**src/rtl/ex_stage_md.sv**
```systemverilog
// ex_stage_md: RV32I execute stage with an iterative multiply/divide unit and
// the EX/MEM pipeline register.
//
// Optional feature macro: M_EXT_EN
//   defined   - multi-cycle MUL/DIV/DIVU/REM/REMU unit with IDLE/CALC/DONE FSM;
//               ex_busy stalls the front of the pipeline while it runs.
//   undefined - no FSM; ex_busy is tied to 0 and M-extension encodings give
//               alu_out = dataA in a single cycle.
//
// Ports:
//   clk, reset_n          clock, asynchronous active-low reset
//   id_ex_*               decoded instruction, operands and control from ID/EX
//   forward_a/forward_b   00/11 = ID/EX, 01 = wb_data, 10 = ex_mem_alu_out
//   wb_data               writeback forwarding source
//   alu_out               combinational execute result
//   ex_busy               combinational stall request (hold IF/ID, ID/EX, PC)
//   ex_mem_*              registered EX/MEM outputs
module ex_stage_md #(
    parameter  int XLEN = 32,
    localparam int SHW  = $clog2(XLEN)
) (
    input  logic            clk,
    input  logic            reset_n,
    input  logic            id_ex_valid,
    input  logic            id_ex_mem_to_reg,
    input  logic            id_ex_reg_write,
    input  logic            id_ex_mem_write,
    input  logic            id_ex_mem_read,
    input  logic            id_ex_alu_src,
    input  logic [1:0]      id_ex_alu_op,
    input  logic [2:0]      id_ex_funct3,
    input  logic            id_ex_funct7b5,
    input  logic            id_ex_funct7b0,
    input  logic [XLEN-1:0] id_ex_data1,
    input  logic [XLEN-1:0] id_ex_data2,
    input  logic [XLEN-1:0] id_ex_imm,
    input  logic [4:0]      id_ex_rd,
    input  logic [1:0]      forward_a,
    input  logic [1:0]      forward_b,
    input  logic [XLEN-1:0] wb_data,
    output logic [XLEN-1:0] alu_out,
    output logic            ex_busy,
    output logic [XLEN-1:0] ex_mem_alu_out,
    output logic [XLEN-1:0] ex_mem_dataB,
    output logic            ex_mem_mem_to_reg,
    output logic            ex_mem_reg_write,
    output logic            ex_mem_mem_write,
    output logic            ex_mem_mem_read,
    output logic [4:0]      ex_mem_rd
);

    // ------------------------------------------------------------------
    // EX/MEM register state
    // ------------------------------------------------------------------
    logic [XLEN-1:0] ex_mem_alu_out_q, ex_mem_alu_out_d;
    logic [XLEN-1:0] ex_mem_data_b_q, ex_mem_data_b_d;
    logic            ex_mem_mem_to_reg_q, ex_mem_mem_to_reg_d;
    logic            ex_mem_reg_write_q, ex_mem_reg_write_d;
    logic            ex_mem_mem_write_q, ex_mem_mem_write_d;
    logic            ex_mem_mem_read_q, ex_mem_mem_read_d;
    logic [4:0]      ex_mem_rd_q, ex_mem_rd_d;

    // ------------------------------------------------------------------
    // Operand selection
    // ------------------------------------------------------------------
    logic [XLEN-1:0] data_a, data_b, op_b;

    always_comb begin
        case (forward_a)
            2'b01:   data_a = wb_data;
            2'b10:   data_a = ex_mem_alu_out_q;
            default: data_a = id_ex_data1;
        endcase
        case (forward_b)
            2'b01:   data_b = wb_data;
            2'b10:   data_b = ex_mem_alu_out_q;
            default: data_b = id_ex_data2;
        endcase
        op_b = id_ex_alu_src ? id_ex_imm : data_b;
    end

    // ------------------------------------------------------------------
    // Single-cycle ALU
    // ------------------------------------------------------------------
    logic [SHW-1:0]  shamt;
    logic [XLEN-1:0] sra_res;
    logic [3:0]      code;
    logic            md_op;   // M-extension encoding (alu_op 10, bit 25 set)
    logic            md_fn;   // encodings actually executed by the MDU
    logic [XLEN-1:0] alu_res;

    assign shamt   = op_b[SHW-1:0];
    assign sra_res = $unsigned($signed(data_a) >>> shamt);
    assign md_op   = (id_ex_alu_op == 2'b10) && id_ex_funct7b0;
    assign md_fn   = md_op && (id_ex_funct3 == 3'b000 || id_ex_funct3[2]);

    always_comb begin
        alu_res = data_a;
        code    = {id_ex_funct7b5, id_ex_funct3};
        // I-type only has a funct7 field for the shift-right encodings
        if (id_ex_alu_op == 2'b11 && id_ex_funct3 != 3'b101)
            code = {1'b0, id_ex_funct3};
        case (id_ex_alu_op)
            2'b00: alu_res = data_a + op_b;
            2'b01: alu_res = data_a - op_b;
            default: begin
                if (!md_op) begin
                    case (code)
                        4'b0000: alu_res = data_a + op_b;
                        4'b1000: alu_res = data_a - op_b;
                        4'b0001: alu_res = data_a << shamt;
                        4'b0010: alu_res = {{(XLEN-1){1'b0}}, $signed(data_a) < $signed(op_b)};
                        4'b0011: alu_res = {{(XLEN-1){1'b0}}, data_a < op_b};
                        4'b0100: alu_res = data_a ^ op_b;
                        4'b0101: alu_res = data_a >> shamt;
                        4'b1101: alu_res = sra_res;
                        4'b0110: alu_res = data_a | op_b;
                        4'b0111: alu_res = data_a & op_b;
                        default: alu_res = data_a;
                    endcase
                end
`ifdef M_EXT_EN
                // funct3 001/010/011 complete as 0 in a single cycle
                else if (!md_fn) begin
                    alu_res = '0;
                end
`endif
            end
        endcase
    end

`ifdef M_EXT_EN
    // ------------------------------------------------------------------
    // Iterative multiply/divide unit
    // a_q:   multiplicand (MUL) or dividend magnitude shifting into quotient
    // b_q:   multiplier (MUL) or divisor magnitude
    // acc_q: product accumulator (MUL) or partial remainder (DIV/REM)
    // ------------------------------------------------------------------
    typedef enum logic [1:0] {IDLE, CALC, DONE} state_t;

    state_t          state_q, state_d;
    logic [SHW-1:0]  cnt_q, cnt_d;
    logic [2:0]      op3_q, op3_d;
    logic [XLEN-1:0] a_q, a_d;
    logic [XLEN-1:0] b_q, b_d;
    logic [XLEN:0]   acc_q, acc_d;
    logic            neg_quo_q, neg_quo_d;
    logic            neg_rem_q, neg_rem_d;
    logic            spec_q, spec_d;
    logic [XLEN-1:0] spec_res_q, spec_res_d;

    logic            start, signed_div, div_zero, div_ovf;
    logic [XLEN-1:0] mag_a, mag_b, md_result;
    logic [XLEN:0]   shifted, diff;
    logic [XLEN-1:0] min_neg;

    assign min_neg    = {1'b1, {(XLEN-1){1'b0}}};
    // reset_n gate keeps ex_busy low while reset is held with an M op presented
    assign start      = (state_q == IDLE) && id_ex_valid && md_fn && reset_n;
    assign signed_div = id_ex_funct3[2] && !id_ex_funct3[0];
    assign div_zero   = id_ex_funct3[2] && (data_b == '0);
    assign div_ovf    = signed_div && (data_a == min_neg) && (data_b == '1);
    assign mag_a      = (signed_div && data_a[XLEN-1]) ? -data_a : data_a;
    assign mag_b      = (signed_div && data_b[XLEN-1]) ? -data_b : data_b;
    assign shifted    = {acc_q[XLEN-1:0], a_q[XLEN-1]};
    assign diff       = shifted - {1'b0, b_q};

    always_comb begin
        state_d    = state_q;
        cnt_d      = cnt_q;
        op3_d      = op3_q;
        a_d        = a_q;
        b_d        = b_q;
        acc_d      = acc_q;
        neg_quo_d  = neg_quo_q;
        neg_rem_d  = neg_rem_q;
        spec_d     = spec_q;
        spec_res_d = spec_res_q;
        case (state_q)
            IDLE: begin
                if (start) begin
                    op3_d = id_ex_funct3;
                    if (div_zero || div_ovf) begin
                        state_d = DONE;
                        spec_d  = 1'b1;
                        if (div_zero)
                            spec_res_d = id_ex_funct3[1] ? data_a : '1;
                        else
                            spec_res_d = id_ex_funct3[1] ? '0 : data_a;
                    end else begin
                        state_d   = CALC;
                        spec_d    = 1'b0;
                        cnt_d     = SHW'(XLEN-1);
                        acc_d     = '0;
                        a_d       = id_ex_funct3[2] ? mag_a : data_a;
                        b_d       = id_ex_funct3[2] ? mag_b : data_b;
                        neg_quo_d = signed_div && (data_a[XLEN-1] ^ data_b[XLEN-1]);
                        neg_rem_d = signed_div && data_a[XLEN-1];
                    end
                end
            end
            CALC: begin
                if (!op3_q[2]) begin
                    if (b_q[0]) acc_d = acc_q + {1'b0, a_q};
                    a_d = a_q << 1;
                    b_d = b_q >> 1;
                end else if (!diff[XLEN]) begin
                    // no borrow: the divisor fits, keep the difference
                    acc_d = diff;
                    a_d   = {a_q[XLEN-2:0], 1'b1};
                end else begin
                    acc_d = shifted;
                    a_d   = {a_q[XLEN-2:0], 1'b0};
                end
                cnt_d = cnt_q - 1'b1;
                if (cnt_q == '0) state_d = DONE;
            end
            DONE:    state_d = IDLE;
            default: state_d = IDLE;
        endcase
    end

    always_comb begin
        if (spec_q)
            md_result = spec_res_q;
        else if (!op3_q[2])
            md_result = acc_q[XLEN-1:0];
        else if (op3_q[1])
            md_result = neg_rem_q ? -acc_q[XLEN-1:0] : acc_q[XLEN-1:0];
        else
            md_result = neg_quo_q ? -a_q : a_q;
    end

    always_ff @(posedge clk or negedge reset_n) begin
        if (!reset_n) begin
            state_q    <= IDLE;
            cnt_q      <= '0;
            op3_q      <= '0;
            a_q        <= '0;
            b_q        <= '0;
            acc_q      <= '0;
            neg_quo_q  <= 1'b0;
            neg_rem_q  <= 1'b0;
            spec_q     <= 1'b0;
            spec_res_q <= '0;
        end else begin
            state_q    <= state_d;
            cnt_q      <= cnt_d;
            op3_q      <= op3_d;
            a_q        <= a_d;
            b_q        <= b_d;
            acc_q      <= acc_d;
            neg_quo_q  <= neg_quo_d;
            neg_rem_q  <= neg_rem_d;
            spec_q     <= spec_d;
            spec_res_q <= spec_res_d;
        end
    end

    assign ex_busy = start || (state_q == CALC);
    always_comb begin
        alu_out = alu_res;
        if (state_q == DONE)
            alu_out = md_result;
        else if (md_fn)
            alu_out = '0;
    end
`else
    logic unused_md;
    assign unused_md = id_ex_valid & md_fn;
    assign ex_busy   = 1'b0;
    assign alu_out   = alu_res;
`endif

    // ------------------------------------------------------------------
    // EX/MEM register: bubble while stalled, result/data held
    // ------------------------------------------------------------------
    always_comb begin
        ex_mem_alu_out_d    = ex_mem_alu_out_q;
        ex_mem_data_b_d     = ex_mem_data_b_q;
        ex_mem_mem_to_reg_d = 1'b0;
        ex_mem_reg_write_d  = 1'b0;
        ex_mem_mem_write_d  = 1'b0;
        ex_mem_mem_read_d   = 1'b0;
        ex_mem_rd_d         = 5'd0;
        if (!ex_busy) begin
            ex_mem_alu_out_d    = alu_out;
            ex_mem_data_b_d     = data_b;
            ex_mem_mem_to_reg_d = id_ex_mem_to_reg;
            ex_mem_reg_write_d  = id_ex_reg_write;
            ex_mem_mem_write_d  = id_ex_mem_write;
            ex_mem_mem_read_d   = id_ex_mem_read;
            ex_mem_rd_d         = id_ex_rd;
        end
    end

    always_ff @(posedge clk or negedge reset_n) begin
        if (!reset_n) begin
            ex_mem_alu_out_q    <= '0;
            ex_mem_data_b_q     <= '0;
            ex_mem_mem_to_reg_q <= 1'b0;
            ex_mem_reg_write_q  <= 1'b0;
            ex_mem_mem_write_q  <= 1'b0;
            ex_mem_mem_read_q   <= 1'b0;
            ex_mem_rd_q         <= 5'd0;
        end else begin
            ex_mem_alu_out_q    <= ex_mem_alu_out_d;
            ex_mem_data_b_q     <= ex_mem_data_b_d;
            ex_mem_mem_to_reg_q <= ex_mem_mem_to_reg_d;
            ex_mem_reg_write_q  <= ex_mem_reg_write_d;
            ex_mem_mem_write_q  <= ex_mem_mem_write_d;
            ex_mem_mem_read_q   <= ex_mem_mem_read_d;
            ex_mem_rd_q         <= ex_mem_rd_d;
        end
    end

    assign ex_mem_alu_out    = ex_mem_alu_out_q;
    assign ex_mem_dataB      = ex_mem_data_b_q;
    assign ex_mem_mem_to_reg = ex_mem_mem_to_reg_q;
    assign ex_mem_reg_write  = ex_mem_reg_write_q;
    assign ex_mem_mem_write  = ex_mem_mem_write_q;
    assign ex_mem_mem_read   = ex_mem_mem_read_q;
    assign ex_mem_rd         = ex_mem_rd_q;

endmodule

```
**config.mk**
```make
export PLATFORM = sky130hd
export DESIGN_NAME = ex_stage_md
export DESIGN_NICKNAME = d
export VERILOG_FILES = /design/src/rtl/ex_stage_md.sv
export SDC_FILE = /design/constraint.sdc
export NUM_CORES = 1
export LEC_CHECK = 0
export BUFFER_PORTS_ARGS = -buffer_cell sky130_fd_sc_hd__buf_2
export CORE_ASPECT_RATIO = 0.9
export CORE_MARGIN = 2
export CORE_UTILIZATION = 40
export CTS_BUF_LIST = sky130_fd_sc_hd__clkbuf_16
export CTS_CLUSTER_SIZE = 28
export DETAILED_ROUTE_END_ITERATION = 7
export MAX_ROUTING_LAYER = met4
export PLACE_DENSITY_LB_ADDON = 0.2
export SETUP_SLACK_MARGIN = 0.3
export SLEW_MARGIN = 10
export SYNTH_ARGS = -nofsm -noshare
export SYNTH_HDL_FRONTEND = slang
export SYNTH_SLANG_ARGS = --single-unit
```
**constraint.sdc**
```tcl
create_clock -name clk -period 7.7 [get_ports clk]
set_clock_uncertainty 0.1 [all_clocks]
set_input_delay 1.54 -clock clk [delete_from_list [all_inputs] [get_ports clk]]
set_output_delay 1.54 -clock clk [all_outputs]
set_load 0.05 [all_outputs]
```
==> results of run 1 <==
-- critical path: stages --
cell,delay [ns]
buf_8,0.11
inv_4,0.05
ha_4,0.21
or2_4,0.28
buf_6,0.13
o221ai_4,0.33
ha_4,0.29
a21oi_4,0.17
buf_6,0.12
nand3_2,0.08
o2111a_2,0.32
nor3_4,0.29
o41ai_4,0.13
a41o_1,0.31
a311o_1,0.38
and4b_1,0.24
or4_1,0.39
a32o_2,0.33
buf_8,0.18
-- power by group through the flow --
stage	combinational (mW)	clock, mW	sequential (mW)
global placement	2.78	0	0.526
CTS	2.88	0.490	0.520
global route	3.21	0.505	0.530
detailed placement	2.79	0	0.527
finish	3.06	0.486	0.525
floorplan	1.50	0	0.778
-- routing by layer --
metal  GRT usage, %  vias up  share of wire, %
met5              -        -                 0
met4           13.2        0               3.3
met3           9.19      178                12
met2           57.4     1335                40
met1           59.7     8544                44
li1               -     7937                 -
-- per-stage QoR --
stage / worst slack [ns] / power, mW / utilization, % / hold WS (ns)
6_report: 0.165 / 4.07 / 53.6 / 0.598
3_3_place_gp: -0.145 / 3.30 / 50.1 / 0.560
4_1_cts: 0.267 / 3.89 / 52.3 / 0.582
5_1_grt: 0.124 / 4.24 / 53.6 / 0.636
3_5_place_dp: -0.196 / 3.32 / 50.1 / 0.562
2_1_floorplan: 0.202 / 2.28 / - / 0.817
-- area by class of cell --
cell class | count | area (µm²) | share of cell area (%)
Clock inverter | 7 | 116 | 0.658
Antenna cell | 7 | 17.5 | 0.0990
Multi-Input combinational cell | 1628 | 11100 | 62.9
Inverter | 127 | 479 | 2.71
Sequential cell | 73 | 1830 | 10.3
Tap cell | 422 | 528 | 2.98
Timing Repair Buffer | 497 | 3380 | 19.1
Clock buffer | 9 | 225 | 1.27
-- kinds of logic (layout without fill, tap and decap cells) --
kind of cell / count (synthesis) / after routing / synth area share, %
AO/OA/AOI/OAI: 763 / 763 / 37.1
adder cells (fa/ha/maj): 106 / 106 / 9.97
other: 1 / 8 / 0.0279
multiplexers: 119 / 119 / 9.06
XOR/XNOR: 40 / 40 / 2.60
buffers and inverters: 285 / 640 / 8.53
AND/OR/NAND/NOR: 599 / 599 / 19.2
flip-flops: 73 / 73 / 13.6
-- Yosys cell counts (all sizes together) (32+ instances only) --
cell type    n
nand2      246
nor3        38
a211oi      36
nor2       200
ha         104
inv        126
o21ai      227
xnor2       36
a22oi       72
a21oi      165
clkbuf     102
nand3       34
buf         56
mux2i      105
a221oi      32
dfrtp       73
-- path summary, 6_finish.rpt --
kind                                     end  slack [ns]  cells after the start
min                         ex_mem_dataB[19]        0.60                      4
max reg2reg                ex_mem_alu_out[0]        3.06                     20
max in group asynchronous  ex_mem_alu_out[1]        5.52                      2
min reg2reg                 ex_mem_dataB[19]        0.60                      4
min in group asynchronous   ex_mem_dataB[25]        0.90                      1
max                              alu_out[31]        0.16                     19
-- timing repair --
action | in CTS | in global routing
gates resized for setup | 75 | 86
setup buffers | 10 | 9
endpoints found under the setup margin | 19 | 21
pin swaps | 22 | 40
==> impl_metrics.csv, run 1 <==
group,metric,value,unit
grt,track_usage,41.7,%
flow_run,drv_cap,0,
setup_path,cp-start-kind,"primary input",
routing,first_pass_iters,8,
cts,htreeDepth,3,
floorplanning,die_y,178,µm
final_layout,fin_area,17700,µm²
sta,period_needed,7.54,ns
place,dp_cells,2728,
sta,post-route-period-util,97.9,%
final_layout,nets,2594,
power,swShare,55.3,%
routing,drtIter0Drc,2633,
final_layout,n_fill_cell,3304,
grt,grt_pass1_vias,16100,
cts,clk_pin_slew,0.06,ns
synth,yosys_warnings,0,
power,power.density,230,nW/µm²
cts,tritoncts.num_buffers,9,
power,leakage,8.14,nW
synth,synth_edf_count,0,
sta,setup_violations,0,
final_layout,fin_cells,2770,
routing,drc,0,
sta,rsz0062_at_grt,"yes",
power,p_int,1.82,mW
sta,tns,0,ns
floorplanning,die-area,35100,µm²
synth,synth.area.top_cells,"dfrtp_1 14%, ha_1 9.7%, mux2i_1 7.8%",
place,gp_congestion,1.08,
power,combPwrFrac,75.2,%
final_layout,syn_to_final_growth,31.5,%
routing,vias,18000,
sta,hold_viol_final,0,
synth,synth_top_area_share,13.6,%
cts,clk-insertion-delay-late,0.34,ns
setup_path,cp.required,6.06,ns
synth,synthArstFlopShare,100,%
grt,grt_max_degree,68,
setup_path,critPathCaptureType,"output pin",
setup_path,r2r_start,"ex_mem_alu_out[0]",
synth,syn_area,13500,µm²
floorplanning,die_w,197,µm
floorplanning,rows,63,
place,io_buffers,255,
routing,detail_route.wl_per_cell,26.6,µm
cts,postCtsHoldBufs,0,
status,status,"finished, final reports clean",
cts,cts_tree,"yes",
floorplanning,initial_core_util,40.7,%
routing,drtAntennaViolNets,0,
routing,wirelength,73800,µm
synth,ys_ff_latch,73,
final_layout,layout_commonest_cell,"nand2_1",
power,p_sw,2.25,mW
worst_hold_path,hold_class,"register to register",
cts,cts_sinks,73,
setup_path,critPathMaxFanout,5,
sta,max_freq,133,MHz
synth,ys.flop_type,"dfrtp_1",
setup_path,crit_type,"primary input to output pin",
final_layout,drive_gt1_share,27.3,%
sta,relSlewSlack,38.2,%
synth,ys_types,90,
synth,syn_area_per_cell,6.78,µm²
power,clock_power_share,11.9,%
floorplanning,coreArea,33000,µm²
place,dpl_cell_area,16500,µm²
power,seqPwrFrac,12.9,%
synth,synth_nets,2244,
setup_path,cp.arrival,5.90,ns
grt,antenna_found_initial,7,
sta,tightestPinTransition,0.920,ns
power,peakVddDrop,0.132,mV
grt,grt_pass1_wl,106000,µm
grt,grt_overflow,0,
routing,drt-vias-per-instance,6.50,
place,dp_hpwl,59200,µm
worst_hold_path,holdCritStartpoint,"ex_mem_alu_out[19]",
synth,ys_seq_area_share,13.6,%
final_layout,layout_common_cells,"246 x nand2_1, 233 x buf_2, 229 x buf_4",
floorplanning,io_pins,258,
sta,slew_violations,0,
cts,clockRootBuffer,"clkbuf_16",
setup_path,setup.worst_path.start,"forward_b[0]",
cts,cts_max_path_buffers,2,
synth,synth_largest_area_cell,"dfrtp_1",
synth,syn_inst,1986,
No activity file was read; power rests on OpenSTA's default activity.
==> run 2, diff against run 1 <==
--- a/config.mk
+++ b/config.mk
@@ -13,7 +13,6 @@
 export CTS_CLUSTER_SIZE = 28
 export DETAILED_ROUTE_END_ITERATION = 7
 export MAX_ROUTING_LAYER = met4
-export PLACE_DENSITY_LB_ADDON = 0.2
 export SETUP_SLACK_MARGIN = 0.3
 export SLEW_MARGIN = 10
 export SYNTH_ARGS = -nofsm -noshare
==> run 2 against run 1 <==
Sequential share of layout area shrank 0.084 points; count of clock-buffer cells in the layout is the same; sequential power is essentially flat; final cell count grew 0.76%; register-to-register slack gained 0.15 ns; combinational power is essentially flat; highest routed layer unchanged; first-iteration DRC count grew 7.1%.
==> impl_metrics.csv, run 2 (synthesized netlist as in run 1, its figures left out) <==
group,metric,value,unit
status,status,"finished, final reports clean",
sta,post-route-period-util,96.8,%
floorplanning,initial_core_util,40.7,%
grt,grt_overflow,0,
sta,max_freq,134,MHz
place,dpl_worst_slack,-0.204,ns
final_layout,nets,2618,
setup_path,r2r_start,"ex_mem_alu_out[5]",
setup_path,crit_type,"primary input to output pin",
sta,tightestPinTransition,1.26,ns
floorplanning,coreArea,33000,µm²
sta,setup_violations,0,
place,io_buffers,255,
flow_run,drv_cap,0,
routing,drc,0,
final_layout,n_fill_cell,3254,
routing,first_pass_iters,6,
cts,tritoncts.num_buffers,9,
grt,grt_pass1_vias,16400,
floorplanning,die_y,178,µm
cts,cts_sinks,73,
routing,wirelength,74900,µm
routing,drt-vias-per-instance,6.50,
power,leakage,8.23,nW
power,peakVddDrop,0.144,mV
cts,cts_max_path_buffers,2,
cts,htreeDepth,3,
setup_path,cp.required,6.06,ns
routing,drtIter0Drc,2821,
sta,period_needed,7.46,ns
power,power.density,223,nW/µm²
floorplanning,io_pins,258,
cts,clockRootBuffer,"clkbuf_16",
routing,drtAntennaViolNets,0,
sta,fin_ws,0.244,ns
floorplanning,die_w,197,µm
grt,track_usage,42.1,%
grt,grt_pass1_wl,107000,µm
routing,vias,18100,
cts,clk_pin_slew,0.06,ns
cts,clk-insertion-delay-late,0.35,ns
worst_hold_path,hold_class,"register to register",
floorplanning,die-area,35100,µm²
setup_path,critPathCaptureType,"output pin",
sta,slew_violations,0,
setup_path,setup.worst_path.start,"forward_b[0]",
setup_path,critPathMaxFanout,58,
grt,antenna_found_initial,6,
final_layout,syn_to_final_growth,32.6,%
worst_hold_path,holdCritStartpoint,"ex_mem_alu_out[22]",
final_layout,layout_commonest_cell,"buf_4",
place,dp_hpwl,59100,µm
cts,cts_tree,"yes",
floorplanning,rows,63,
final_layout,drive_gt1_share,28.4,%
sta,rsz0062_at_grt,"yes",
sta,relSlewSlack,15.5,%
sta,hold_viol_final,0,
final_layout,layout_common_cells,"247 x buf_4, 246 x nand2_1, 235 x buf_2",
place,gp_congestion,1.10,
grt,grt_max_degree,74,
setup_path,cp.arrival,5.82,ns
sta,hold_slack,0.577,ns
setup_path,cp-start-kind,"primary input",
routing,detail_route.wl_per_cell,26.8,µm
## run 2: cell type report
type | instances | area (µm²) | share of cell area (%)
repair buffers | 521 | 3570 | 20.0
flip-flops and latches | 73 | 1830 | 10.2
inverters | 127 | 482 | 2.70
clock inverters | 4 | 23.8 | 0.133
well taps | 422 | 528 | 2.96
clock buffers | 9 | 225 | 1.26
multi-input cells | 1628 | 11200 | 62.6
diodes | 7 | 17.5 | 0.0982
## run 2: report_power, final
group          switching, mW  internal, mW
sequential            0.0660         0.459
clock                  0.156         0.210
combinational           2.02          1.06
## run 2: metrics by stage
step           std cells  utilization [%]  setup TNS (ns)  power (mW)  cell area, µm²
6_report            2791             54.0               0        3.98           17800
5_1_grt             2790             54.0               0        4.15           17800
4_1_cts             2767             52.3               0        3.78           17300
3_5_place_dp        2735             50.1           -1.02        3.30           16600
3_3_place_gp        2735             50.1          -0.998        3.29           16600
2_1_floorplan       1986                -               0        2.28           13600
## run 2: worst max-delay path: stages
cell      delay, ns
buf_8          0.09
inv_4          0.03
ha_4           0.33
or2_4          0.17
o221ai_4       0.12
buf_12         0.16
inv_2          0.07
buf_4          0.56
o21ai_0        0.48
o21ai_0        0.57
o21ai_0        0.24
o211ai_1       0.21
nand3_1        0.21
a221oi_1       0.59
a21oi_2        0.12
buf_2          0.24
## run 2: final timing paths
check | to | slack [ns] | cells past startpoint
min in group asynchronous | ex_mem_dataB[28] | 1.22 | 1
min reg2reg | ex_mem_dataB[22] | 0.58 | 4
max reg2reg | ex_mem_alu_out[0] | 3.21 | 21
min | ex_mem_dataB[22] | 0.58 | 4
max in group asynchronous | ex_mem_dataB[11] | 5.64 | 1
max | alu_out[11] | 0.24 | 16
## run 2: timing repair
item	4_1_cts	5_1_grt
buffers inserted	19	17
setup endpoints to repair	19	24
resized for setup	80	99
pin swaps	26	50
hold buffers	0	0
gates cloned	0	0
## run 2: per-layer routing
layer	vias to the layer above	share of wire [%]	global-route usage, %	wire, µm
li1	7996	-	-	-
met4	0	3.4	12.2	2580
met2	1354	40	59.1	30000
met1	8596	43	59.9	32400
met5	-	0	-	0
met3	195	13	9.34	9870
